==> src/rtl/instr_exec_ctrl.sv <==
// Command execution controller: decodes HPS PIO command words and sequences
// single-pixel reads and writes against a fixed-latency pixel memory.
module instr_exec_ctrl #(
    parameter int ADDR_MAX = 76800,
    parameter int RD_LAT   = 2
) (
    input  logic        clk_clk,
    input  logic        reset,
    input  logic        enable,
    input  logic [28:0] instruct,
    input  logic        mem_sel,
    output logic [3:0]  flags,
    output logic [7:0]  data_out,
    output logic [16:0] mem_addr,
    output logic [7:0]  mem_wdata,
    output logic        mem_we,
    output logic        mem_rd,
    output logic        mem_bank,
    input  logic [7:0]  mem_rdata
);

    typedef enum logic [2:0] {
        IDLE      = 3'd0,
        DECODE    = 3'd1,
        READ_WAIT = 3'd2,
        WRITE     = 3'd3,
        DONE      = 3'd4
    } state_t;

    localparam logic [2:0]  OP_NOP   = 3'b000;
    localparam logic [2:0]  OP_READ  = 3'b001;
    localparam logic [2:0]  OP_WRITE = 3'b010;
    localparam logic [2:0]  OP_CLEAR = 3'b011;
    localparam logic [31:0] ADDR_LIM = 32'(ADDR_MAX);
    localparam logic [7:0]  LAT_LAST = 8'(RD_LAT);

    state_t      state_r;
    logic        en_r;
    logic        armed_r;
    logic        done_wait_r;
    logic [2:0]  opcode_r;
    logic [7:0]  cnt_r;
    logic        start_s;
    logic        addr_ok_s;
    logic        unused_rsv_s;

    // armed_r blocks a start from an enable level that was already high at reset release
    assign start_s      = enable & ~en_r & armed_r;
    assign addr_ok_s    = ({15'd0, mem_addr} < ADDR_LIM);
    assign unused_rsv_s = instruct[28];

    // Main sequencer: state, handshake flags, memory strobes and read-back data
    always_ff @(posedge clk_clk) begin
        if (reset) begin
            state_r     <= IDLE;
            en_r        <= 1'b0;
            armed_r     <= 1'b0;
            done_wait_r <= 1'b0;
            opcode_r    <= 3'd0;
            cnt_r       <= 8'd0;
            flags       <= 4'b1000;
            data_out    <= 8'd0;
            mem_addr    <= 17'd0;
            mem_wdata   <= 8'd0;
            mem_we      <= 1'b0;
            mem_rd      <= 1'b0;
            mem_bank    <= 1'b0;
        end else begin
            en_r    <= enable;
            armed_r <= armed_r | ~enable;
            mem_we  <= 1'b0;
            mem_rd  <= 1'b0;
            case (state_r)
                IDLE: begin
                    if (start_s) begin
                        opcode_r  <= instruct[2:0];
                        mem_addr  <= instruct[19:3];
                        mem_wdata <= instruct[27:20];
                        mem_bank  <= mem_sel;
                        flags     <= 4'b0100;
                        state_r   <= DECODE;
                    end
                end
                DECODE: begin
                    // Non-memory paths spend one settle cycle in DONE so every
                    // non-read command completes with the same latency as WRITE.
                    done_wait_r <= 1'b1;
                    state_r     <= DONE;
                    flags       <= 4'b0000;
                    case (opcode_r)
                        OP_NOP: begin
                            flags <= 4'b0000;
                        end
                        OP_READ: begin
                            if (addr_ok_s) begin
                                mem_rd      <= 1'b1;
                                cnt_r       <= 8'd0;
                                done_wait_r <= 1'b0;
                                flags       <= 4'b0100;
                                state_r     <= READ_WAIT;
                            end else begin
                                flags <= 4'b0010;
                            end
                        end
                        OP_WRITE: begin
                            if (addr_ok_s) begin
                                mem_we      <= 1'b1;
                                done_wait_r <= 1'b0;
                                flags       <= 4'b0100;
                                state_r     <= WRITE;
                            end else begin
                                flags <= 4'b0010;
                            end
                        end
                        OP_CLEAR: begin
                            data_out <= 8'd0;
                        end
                        default: begin
                            flags <= 4'b0010;
                        end
                    endcase
                end
                READ_WAIT: begin
                    if (cnt_r == LAT_LAST) begin
                        data_out <= mem_rdata;
                        flags    <= 4'b0001;
                        state_r  <= DONE;
                    end else begin
                        cnt_r <= cnt_r + 8'd1;
                    end
                end
                WRITE: begin
                    flags   <= 4'b0001;
                    state_r <= DONE;
                end
                DONE: begin
                    if (done_wait_r) begin
                        done_wait_r <= 1'b0;
                        flags[0]    <= 1'b1;
                    end else if (!enable) begin
                        flags   <= {1'b1, 1'b0, flags[1], 1'b0};
                        state_r <= IDLE;
                    end else begin
                        state_r <= DONE;
                    end
                end
                default: begin
                    flags   <= 4'b1000;
                    state_r <= IDLE;
                end
            endcase
        end
    end

endmodule

==> config.mk <==
export PLATFORM = sky130hd
export DESIGN_NAME = instr_exec_ctrl
export DESIGN_NICKNAME = d
export VERILOG_FILES = /design/src/rtl/instr_exec_ctrl.sv
export SDC_FILE = /design/constraint.sdc
export NUM_CORES = 1
export LEC_CHECK = 0
export ABC_AREA = 1
export CORE_MARGIN = 5
export CORE_UTILIZATION = 41
export DETAILED_ROUTE_END_ITERATION = 8
export PLACE_DENSITY = 0.8
export SETUP_SLACK_MARGIN = 0.1
export SLEW_MARGIN = 20
export SYNTH_ARGS = -nofsm -noshare
export SYNTH_HDL_FRONTEND = slang
export SYNTH_SLANG_ARGS = --single-unit
==> constraint.sdc <==
create_clock -name clk_clk -period 1.2 [get_ports clk_clk]
set_input_delay 0.12 -clock clk_clk [delete_from_list [all_inputs] [get_ports clk_clk]]
set_output_delay 0.12 -clock clk_clk [all_outputs]
set_load 0.02 [all_outputs]
==> summary.md, run 1 <==
| Metric | Value |
|---|---|
| Status | `finished with violations` |
| Failing checks | `setup timing` |
| Avg Cell Area, Syn | `roughly 7 µm²` |
| DR iter-0 viols | `between 100 and 150` |
| Total global routing overflow | `0` |
| Overall Power | `4570 µW` |
| Sink Count | `between 50 and 60` |
| DRC viols | `0` |
| Max VDD drop | `about 960 µV` |
| # IOs | `81` |
| Core ar. | `slightly below 6000 µm²` |
| Reg-to-reg slack, setup | `-130 ps` |
| Cells after Synth | `348` |
| Fill cells | `about 480` |
| Hpwl dp | `roughly 5000 µm` |
| Register bit total from synthesis | `between 50 and 60` |
| First-pass iteration count of the detailed router | `4` |
| Placed Cells incl. Taps | `531` |
| R2r startpoint | `cnt_r[0]` |
| Gp weighted congestion | `roughly 0.88` |
| Clk_skew | `7.79 ps` |
| Initial antenna violation count | `0` |
| Total routed wirelength | `7150 µm` |
| Synthesized area | `2480 µm²` |
| Leak | `approximately 0.0018 µW` |
| Register area share after synthesis | `between 40 and 50%` |
| Tightest Pin Transition | `~280 ps` |
| First-pass GRT wire length | `~11,000 µm` |
| N_diodes | `0` |
| WP data arrival | `1550 ps` |
| Area growth from synthesis to layout | `60.6%` |
| Num rows | `28` |
| Crit. End Element | `register` |
| # hold bufs at CTS | `0` |
| Fraction of layout cells with a size suffix above 1 | `37.5%` |
| RSZ-0062 raised after global routing | `true` |
| Startpoint types | `register` |
| Crit path required time | `1420 ps` |
| Final setup violating endpoints | `49` |
| Crit Path Max Fanout | `4` |
| Total GRT Usage | `a little under a fifth` |
| Final core occ | `67.4%` |
| Fmax | `around 750 MHz` |
| Post-Syn Nets | `between 300 and 400` |
| CTS Buf Count | `9` |
| Worst Setup Path Type | `register to register` |
| Wire length per cell | `between 10 and 15 µm` |
| Vias in the first global route | `roughly 2.6k` |
| Via/cell ratio | `between 4 and 5` |
| Pin count of the biggest net entering global routing | `34` |
| H-tree depth | `3` |
| Power per cell area | `around 1100 nW/µm²` |
| CTS clk-pin slew, worst paths | `approximately 70 ps` |
| Synth Warn # | `0` |
| Die Area | `~7700 µm²` |
| Starting Density | `between 40% and 50%` |
| Clk Latency, worst-skew pair | `between 300 and 400 ps` |
| Via count | `about 2.7k` |
| Final #Nets | `roughly 510` |
| Unique masters post-synth | `23` |
| TritonCTS clock tree | `yes` |
| Setup TNS | `-3400 ps` |
| Maxcap violations | `0` |
| Worst setup margin | `-125 ps` |
| Final Non-Filler Cells | `550` |
| Final slew viol count | `0` |
| Final hold viol count | `0` |
| Tcrit/Tclk final | `110%` |
| Clock tree root driver cell | `clkbuf_8` |
| Worst Setup SP | `cnt_r[0]` |
| Hold Crit Start | `instruct[19]` |
| Port Buf Inserts | `a little under 80` |
| Post-route ant nets | `0` |
| Relative slew slack | `between 80% and 90%` |
| Die Width | `around 90 µm` |
| Longest Clk Path Bufs | `2` |
| Tmin final | `around 1300 ps` |
| Die H | `87.8 µm` |
| Hold Path Class | `input pin to register` |
stage by stage:
stage                     hold slack (ps)  cell area [µm²]  setup slack (ps)
after floorplan                       255             2550             -23.6
after global placement                442             3700              -329
after detailed placement              455             3700              -322
after CTS                             349             3930              -105
after global routing                  355             3990              -228
final                                 365             3990              -125
timing repair:
action                                  in CTS  in global routing
resized for setup                          136                 77
pin swaps                                   15                 19
buffers inserted                             1                  4
endpoints found under the setup margin      94                 82
worst max-delay path, stage by stage (launching register included):
cell     delay [ps]
dfxtp_4         360
inv_2            70
ha_4            150
nand2_2          50
nor2_1           70
nand2_1          70
nand2_2         120
buf_4           140
nand3_1          60
nand2_1          60
a21oi_1          50
placed cells by master, fill, tap and decap left out, types with 9 or more instances in the layout:
| master | Yosys | layout |
|---|---|---|
| o21ai_0 | 32 | 29 |
| nand2_2 | 8 | 19 |
| dfxtp_2 | 0 | 10 |
| nand3_1 | 27 | 23 |
| dfxtp_1 | 57 | 43 |
| nand2_1 | 63 | 49 |
| buf_4 | 1 | 39 |
| nor2_4 | 2 | 9 |
| nor2_1 | 77 | 70 |
| clkbuf_8 | 0 | 10 |
| inv_1 | 25 | 20 |
| a21oi_1 | 23 | 15 |
| buf_2 | 6 | 18 |
| clkdlybuf4s15_2 | 0 | 11 |
| clkdlybuf4s50_1 | 0 | 39 |
where the power goes:
part	internal (µW)	total, µW	leakage [µW]	switching, µW
Clock	787	1520	0.0000822	731
Combinational	462	985	0.00120	523
Sequential	2000	2070	0.000472	70.6
Total	3240	4570	0.00175	1320
state kept, by name, indices dropped and copies added (netlist names):
signal,flops
mem_wdata,8
mem_rd,1
mem_addr,17
opcode_r,3
en_r,1
state_r,3
flags,4
data_out,8
armed_r,1
mem_bank,1
cnt_r,8
done_wait_r,1
mem_we,1
cells in the mapped netlist:
| library cell | number | area [µm²] |
|---|---|---|
| nand4_1 | 3 | 18.8 |
| nor2_8 | 1 | 20.0 |
| dfxtp_1 | 57 | 1140 |
| ha_1 | 2 | 25.0 |
| inv_1 | 25 | 93.8 |
| a21oi_4 | 1 | 16.3 |
| clkbuf_1 | 5 | 18.8 |
| nor2_2 | 3 | 18.8 |
| o21ai_0 | 32 | 160 |
| nand2_2 | 8 | 50.1 |
| a21oi_1 | 23 | 115 |
| nand3_2 | 2 | 20.0 |
| nand3_1 | 27 | 135 |
| nor2_1 | 77 | 289 |
| o211ai_1 | 1 | 7.51 |
| xor2_1 | 1 | 8.76 |
| nor3_1 | 2 | 10.0 |
| buf_4 | 1 | 7.51 |
| buf_6 | 2 | 22.5 |
| nand2_1 | 63 | 236 |
| buf_2 | 6 | 30.0 |
| inv_2 | 4 | 15.0 |
| nor2_4 | 2 | 22.5 |
cell families after synthesis:
group,synth area share (%)
buffers and inverters,7.56
XOR/XNOR,0.353
adder cells (fa/ha/maj),1.01
AO/OA/AOI/OAI,12.0
flip-flops,46.0
AND/OR/NAND/NOR,33.1
worst paths after layout:
check | endpoint | cells after the start
max | flags[1] | 10
min | mem_addr[16] | 3
max reg2reg | flags[1] | 10
min reg2reg | data_out[3] | 2
per-layer routing:
| metal | vias up | GRT usage [%] | routed length (µm) |
|---|---|---|---|
| met4 | 0 | 6.56 | 95 |
| met3 | 8 | 8.94 | 625 |
| met5 | - | 0 | 0 |
| li1 | 1359 | - | - |
| met1 | 1212 | 21.5 | 2990 |
| met2 | 87 | 30.7 | 3450 |
layout make-up:
class / count / area, µm² / share of cell area (%)
clock buffer: 12 / 145 / 3.64
clock inverter: 3 / 17.5 / 0.439
inverter: 29 / 111 / 2.79
multi-input combinational: 248 / 1360 / 34.2
sequential: 57 / 1170 / 29.3
tap: 75 / 93.8 / 2.35
timing repair buffer: 126 / 1090 / 27.3
Power figures use the tool's default switching activity.
==> run 2, diff against run 1 <==
CORE_UTILIZATION = 46   (was 41)
CTS_CLUSTER_SIZE = 10   (was default)
PLACE_DENSITY = 0.85   (was 0.8)
clock period = 1.3 ns   (was 1.2 ns; I/O delays follow)
==> run 2 against run 1 <==
The run still ends with setup timing left; core utilization grew 6.8 points; die area down 9.7%; hold slack improved by 12 ps; cell count decreased by 4.4%; first-iteration DRC count increased by 15%; cell area decreased by 3.8%; sequential share of layout area up 1.2 points; largest power group unchanged; register-to-register slack gained 90 ps; clock-buffer cell count grew 2; clock skew down 2.3 ps; sequential power is 8% lower.
==> summary.md, run 2 (same netlist as run 1, synthesis figures left out) <==
| Metric | Value |
|---|---|
| Status | `finished with violations (unchanged)` |
| Failing checks | `setup timing (unchanged)` |
| DR iter-0 viols | `143 (was 124)` |
| Fraction of layout cells with a size suffix above 1 | `24.3% (was 37.5%)` |
| Longest Clk Path Bufs | `2 (unchanged)` |
| Crit. End Element | `register (unchanged)` |
| Worst Setup Path Type | `register to register (unchanged)` |
| Max FFs per register | `17 (unchanged)` |
| Tcrit/Tclk final | `102% (was 110%)` |
| First-pass iteration count of the detailed router | `4 (unchanged)` |
| Hold Path Class | `input pin to register (unchanged)` |
| Most frequent cells in the layout | `nor2_1, nand2_1, dfxtp_1 (unchanged)` |
| Critical path's slowest cell | `dfxtp_4 (unchanged)` |
| First-pass GRT wire length | `11,400 µm (about the same)` |
| Total global routing overflow | `0 (unchanged)` |
| WP data arrival | `1550 ps (about the same)` |
| Placed Cells incl. Taps | `509 (was 531)` |
| Tightest Pin Transition | `313 ps (was 279 ps)` |
| Crit Path Max Fanout | `8 (was 4)` |
| Hpwl dp | `4980 µm (was 4970 µm)` |
| Slowest stage delay, CP | `350 ps (was 360 ps)` |
| Leak | `0.00177 µW (was 0.00175 µW)` |
| Die Width | `83.5 µm (was 87.8 µm)` |
| Gp weighted congestion | `0.887 (was 0.878)` |
| Worst setup margin | `-31.2 ps (was -125 ps)` |
| Final Non-Filler Cells | `526 (was 550)` |
| CTS Buf Count | `9 (unchanged)` |
| Total routed wirelength | `6910 µm (was 7150 µm)` |
| N_diodes | `0 (unchanged)` |
| Place WS | `-267 ps (was -322 ps)` |
| Sink Count | `57 (unchanged)` |
| Final core occ | `74.1% (was 67.4%)` |
| Total GRT Usage | `19.9% (was 18.8%)` |
| Area growth from synthesis to layout | `54.5% (was 60.6%)` |
| Crit path required time | `1520 ps (was 1420 ps)` |
| Maxcap violations | `0 (unchanged)` |
| Final setup violating endpoints | `9 (was 49)` |
| Final #Nets | `494 (was 514)` |
| Max VDD drop | `914 µV (was 963 µV)` |
| Relative slew slack | `79.0% (was 81.3%)` |
| CTS clk-pin slew, worst paths | `60 ps (was 70 ps)` |
| Wire length per cell | `13.1 µm (was 13.0 µm)` |
| Tmin final | `1330 ps (about the same)` |
| Initial antenna violation count | `0 (unchanged)` |
| TritonCTS clock tree | `yes (unchanged)` |
| Overall Power | `4440 µW (was 4570 µW)` |
| Most common cell after layout, fill and taps aside | `nor2_1 (unchanged)` |
| Reg with most FFs | `mem_addr (unchanged)` |
| Crit-path cells | `inv_2 > ha_4 > nand2_1 > nor2_1 > nand2_1 > nand2_2 > nand3_4 > nand2_2 > a21oi_2 (was inv_2 > ha_4 > nand2_2 > nor2_1 > nand2_1 > nand2_2 > buf_4 > nand3_1 > nand2_1 > a21oi_1)` |
| Worst-case reg-to-reg path depth | `9 (was 10)` |
| DRC viols | `0 (unchanged)` |
| Die Area | `6970 µm² (was 7710 µm²)` |
| Pin count of the biggest net entering global routing | `34 (unchanged)` |
| Num rows | `26 (was 28)` |
| Reg-to-reg slack, setup | `-30 ps (was -130 ps)` |
| H-tree depth | `3 (unchanged)` |
| Core ar. | `5170 µm² (was 5920 µm²)` |
| # IOs | `81 (unchanged)` |
| Via/cell ratio | `4.96 (was 4.85)` |
| Cells on Worst Hold Path | `3 (unchanged)` |
| Starting Density | `48.0% (was 41.9%)` |
| Vias in the first global route | `2,602 (was 2,616)` |
| RSZ-0062 raised after global routing | `true (unchanged)` |
| Post-route ant nets | `0 (unchanged)` |
| Via count | `2,608 (was 2,666)` |
| Die H | `83.5 µm (was 87.8 µm)` |
| Power per cell area | `1160 nW/µm² (was 1150 nW/µm²)` |
| Clk Latency, worst-skew pair | `330 ps (about the same)` |
| Final hold viol count | `0 (unchanged)` |
| Startpoint types | `register (unchanged)` |
| Final slew viol count | `0 (unchanged)` |
| Setup TNS | `-146 ps (was -3400 ps)` |
| Port Buf Inserts | `79 (unchanged)` |
| Clock tree root driver cell | `clkbuf_8 (unchanged)` |
| Fmax | `751 MHz (was 755 MHz)` |
| # hold bufs at CTS | `0 (unchanged)` |
| Clk_skew | `5.48 ps (was 7.79 ps)` |
-- run 2: changes by cell type in the layout (fill, tap and decap cells not counted), sizes merged --
| cell | change |
|---|---|
| clkdlybuf4s15 | -8 |
| bufinv | +1 |
| clkinvlp | -1 |
| clkinv | -1 |
| clkbuf | -4 |
| dlygate4sd2 | +35 |
| buf | -41 |
-- run 2: per-stage QoR --
| stage | hold WS (ps) | instance area, µm² |
|---|---|---|
| floorplan | 265 | 2520 |
| global placement | 444 | 3540 |
| detailed placement | 454 | 3540 |
| CTS | 367 | 3750 |
| global route | 368 | 3830 |
| finish | 377 | 3830 |
-- run 2: critical path: cells and delay by family (launching register included) --
family / cells / cell delay, ps
DFF: 1 / 350
adders and majority gates: 1 / 130
buffers and inverters: 1 / 60
and+or+nand+nor: 6 / 630
AOI/OAI and AO/OA: 1 / 50
-- run 2: final timing paths --
kind,startpoint,to
hold reg to reg,data_out[5],data_out[5]
hold / removal,instruct[14],mem_addr[11]
setup / recovery,cnt_r[0],data_out[6]
setup reg to reg,cnt_r[0],data_out[6]
-- run 2: final cells by class --
| type | instances | area (µm²) |
|---|---|---|
| Multi-Input combinational cell | 248 | 1300 |
| Clock buffer | 14 | 173 |
| Sequential cell | 57 | 1170 |
| Clock inverter | 2 | 35.0 |
| Tap cell | 70 | 87.6 |
| Timing Repair Buffer | 106 | 965 |
| Inverter | 29 | 109 |
| Fill cell | 406 | 1340 |
-- run 2: repair_timing --
action | 4_1_cts | 5_1_grt
endpoints found under the hold margin | 0 | 0
gates resized for setup | 60 | 36
pin swaps | 5 | 9
setup endpoints to repair | 92 | 57
setup buffers | 0 | 1
-- run 2: routing by layer --
layer  share of wire [%]  GRT usage [%]  vias to the layer above
li1                    -              -                     1318
met1                  40           21.6                     1187
met2                  49           33.4                       94
met3                 9.6           9.67                        9
met4                 1.4           7.46                        0
met5                   0              0                        -
-- run 2: where the power goes --
part           total, µW  internal (µW)  switching (µW)
Clock               1720           1040             676
Combinational        821            364             457
Sequential          1900           1840            61.4
==> run 3, diff against run 2 <==
--- a/constraint.sdc
+++ b/constraint.sdc
@@ -3,2 +3,2 @@
 set_output_delay 0.13 -clock clk_clk [all_outputs]
-set_load 0.02 [all_outputs]
+set_load 0.05 [all_outputs]
==> run 3 against run 2 <==
The flow still finishes with violations (setup timing); sequential share of layout area shrank 4.3 points; cell area rose by 18%; register-to-register slack worse by 70 ps; maximum frequency shrank 4.9%; die area unchanged; clock skew up 1.5 ps; global-route usage rose by 4.2 points; via count increased by 13%; largest power group unchanged.
==> summary.md, run 3 (same netlist as run 1, synthesis figures left out) <==
| Metric | Value |
|---|---|
| Crit. End Element | `register (unchanged)` |
| Longest Clk Path Bufs | `2 (unchanged)` |
| WP data arrival | `1680 ps (was 1550 ps)` |
| Fraction of layout cells with a size suffix above 1 | `39.7% (was 24.3%)` |
| Num rows | `26 (unchanged)` |
| Most common cell after layout, fill and taps aside | `nor2_1 (unchanged)` |
| First-pass GRT wire length | `13,300 µm (was 11,400 µm)` |
| Die Area | `6970 µm² (unchanged)` |
| Worst R2R End | `flags[0] (was data_out[6])` |
| Total routed wirelength | `10,100 µm (was 6910 µm)` |
| CTS Buf Count | `9 (unchanged)` |
| N_diodes | `0 (unchanged)` |
| Clk Latency, worst-skew pair | `350 ps (was 330 ps)` |
| Maxcap violations | `0 (unchanged)` |
| Power per cell area | `1100 nW/µm² (was 1160 nW/µm²)` |
| Post-route ant nets | `0 (unchanged)` |
| Status | `finished with violations (unchanged)` |
| Fmax | `715 MHz (was 751 MHz)` |
| Worst-case reg-to-reg path depth | `8 (was 9)` |
| Wire length per cell | `19.1 µm (was 13.1 µm)` |
| Pint | `3400 µW (was 3240 µW)` |
| Worst setup margin | `-99.3 ps (was -31.2 ps)` |
| Hold endpoint | `mem_addr[9] (was mem_addr[11])` |
| Relative slew slack | `82.8% (was 79.0%)` |
| # IOs | `81 (unchanged)` |
| Comb pwr share | `27.0% (was 18.5%)` |
| TritonCTS clock tree | `yes (unchanged)` |
| Place WS | `-283 ps (was -267 ps)` |
| Hpwl dp | `5350 µm (was 4980 µm)` |
| RSZ-0062 raised after global routing | `true (unchanged)` |
| Core ar. | `5170 µm² (unchanged)` |
| Die H | `83.5 µm (unchanged)` |
| Hold Path Class | `input pin to register (unchanged)` |
| Most frequent cells in the layout | `nor2_1, nand2_1, buf_12 (was nor2_1, nand2_1, dfxtp_1)` |
| Final setup violating endpoints | `34 (was 9)` |
| Via count | `2,956 (was 2,608)` |
| Tightest Pin Transition | `256 ps (was 313 ps)` |
| Startpoint types | `register (unchanged)` |
| Failing checks | `setup timing (unchanged)` |
| Total GRT Usage | `24.0% (was 19.9%)` |
| Clk_skew | `7.01 ps (was 5.48 ps)` |
| Cell Area, Placed | `3930 µm² (was 3540 µm²)` |
| Sink Count | `57 (unchanged)` |
| Leak | `0.00185 µW (was 0.00177 µW)` |
| Starting Density | `48.0% (unchanged)` |
| Cells on Worst Hold Path | `3 (unchanged)` |
| Pin count of the biggest net entering global routing | `34 (unchanged)` |
| Sw Ratio | `31.6% (was 26.9%)` |
| Worst Setup Path Type | `register to register (unchanged)` |
| Fill cells | `210 (was 406)` |
| Initial antenna violation count | `0 (unchanged)` |
| Post-route cell area | `4530 µm² (was 3830 µm²)` |
| Final hold viol count | `0 (unchanged)` |
| Via/cell ratio | `5.60 (was 4.96)` |
| Crit path required time | `1580 ps (was 1520 ps)` |
| R2r startpoint | `state_r[0] (was cnt_r[0])` |
| Total global routing overflow | `0 (unchanged)` |
| Max VDD drop | `922 µV (was 914 µV)` |
| Vias in the first global route | `2,919 (was 2,602)` |
| Crit Path Max Fanout | `5 (was 8)` |
| Die Width | `83.5 µm (unchanged)` |
| H-tree depth | `3 (unchanged)` |
| DRC viols | `0 (unchanged)` |
| Hold Crit Start | `instruct[12] (was instruct[14])` |
| First-pass iteration count of the detailed router | `5 (was 4)` |
| Worst Setup SP | `state_r[0] (was cnt_r[0])` |
| Final #Nets | `496 (was 494)` |
| Clock tree root driver cell | `clkbuf_8 (unchanged)` |
| Reg-to-reg slack, setup | `-100 ps (was -30 ps)` |
| DR iter-0 viols | `223 (was 143)` |
| Tcrit/Tclk final | `108% (was 102%)` |
| Port Buf Inserts | `79 (unchanged)` |
| Final slew viol count | `0 (unchanged)` |
| Reg with most FFs | `mem_addr (unchanged)` |
| Gp weighted congestion | `0.884 (was 0.887)` |
| Tmin final | `1400 ps (was 1330 ps)` |
| Switch Pwr | `1570 µW (was 1190 µW)` |
| Share of power burned in registers | `39.5% (was 42.8%)` |
| Max FFs per register | `17 (unchanged)` |
| CTS clk-pin slew, worst paths | `60 ps (about the same)` |
| Clk pwr share | `33.5% (was 38.7%)` |
| Area growth from synthesis to layout | `82.3% (was 54.5%)` |
[run 3: repair_timing]
item                                    4_1_cts  5_1_grt
resized for setup                            53       60
endpoints found under the setup margin       51       53
pin swaps                                    21       32
hold buffers                                  0        0
hold endpoints to repair                      0        0
gates cloned                                  3        1
setup buffers                                 4        3
[run 3: final cells by class]
cell class              instances  area, µm²  area share, %
multi-input cells             248       1420           31.4
flip-flops and latches         57       1180           26.1
repair buffers                108       1530           33.7
inverters                      29        119           2.63
well taps                      70       87.6           1.94
clock inverters                 3       40.0          0.885
clock buffers                  13        149           3.29
[run 3: worst max path at each step]
stage,to,slack (ps),cells past startpoint
detailed placement,mem_addr[10],-280,9
global route,state_r[2],-190,7
finish,flags[0],-100,8
floorplan,cnt_r[0],80,8
global placement,mem_wdata[4],-220,9
CTS,state_r[2],-6,10
[run 3: metrics by stage]
stage / utilization [%] / TNS (ps) / std cells / hold slack [ps] / power, µW
2_1_floorplan: - / 0 / 348 / 264 / 2510
3_3_place_gp: 75.9 / -6040 / 501 / 474 / 3060
3_5_place_dp: 75.9 / -8680 / 501 / 489 / 3100
4_1_cts: 83.8 / -10.9 / 524 / 354 / 4820
5_1_grt: 87.5 / -3760 / 528 / 379 / 5130
6_report: 87.5 / -1370 / 528 / 379 / 4970
[run 3: metal layers]
metal / track usage [%] / share of wire [%] / vias to the layer above
li1: - / - / 1332
met1: 21.9 / 35 / 1386
met2: 45.8 / 53 / 189
met3: 9.58 / 8.2 / 49
met4: 11.4 / 3.6 / 0
met5: 0 / 0 / -
[run 3: critical path, cell delays in order (launching register included)]
cell	delay [ps]
dfxtp_4	360
nor2_1	210
nand2_2	140
nor2_1	200
buf_4	160
inv_1	50
nand2_1	80
nor2_1	50
nor2_1	80
[run 3: power by group through the flow]
stage          logic, µW  clock network [µW]  registers [µW]
3_5_place_dp        1120                   0            1980
2_1_floorplan        340                   0            2180
6_report            1340                1660            1960
3_3_place_gp        1090                   0            1970
4_1_cts             1220                1660            1940
5_1_grt             1400                1770            1970
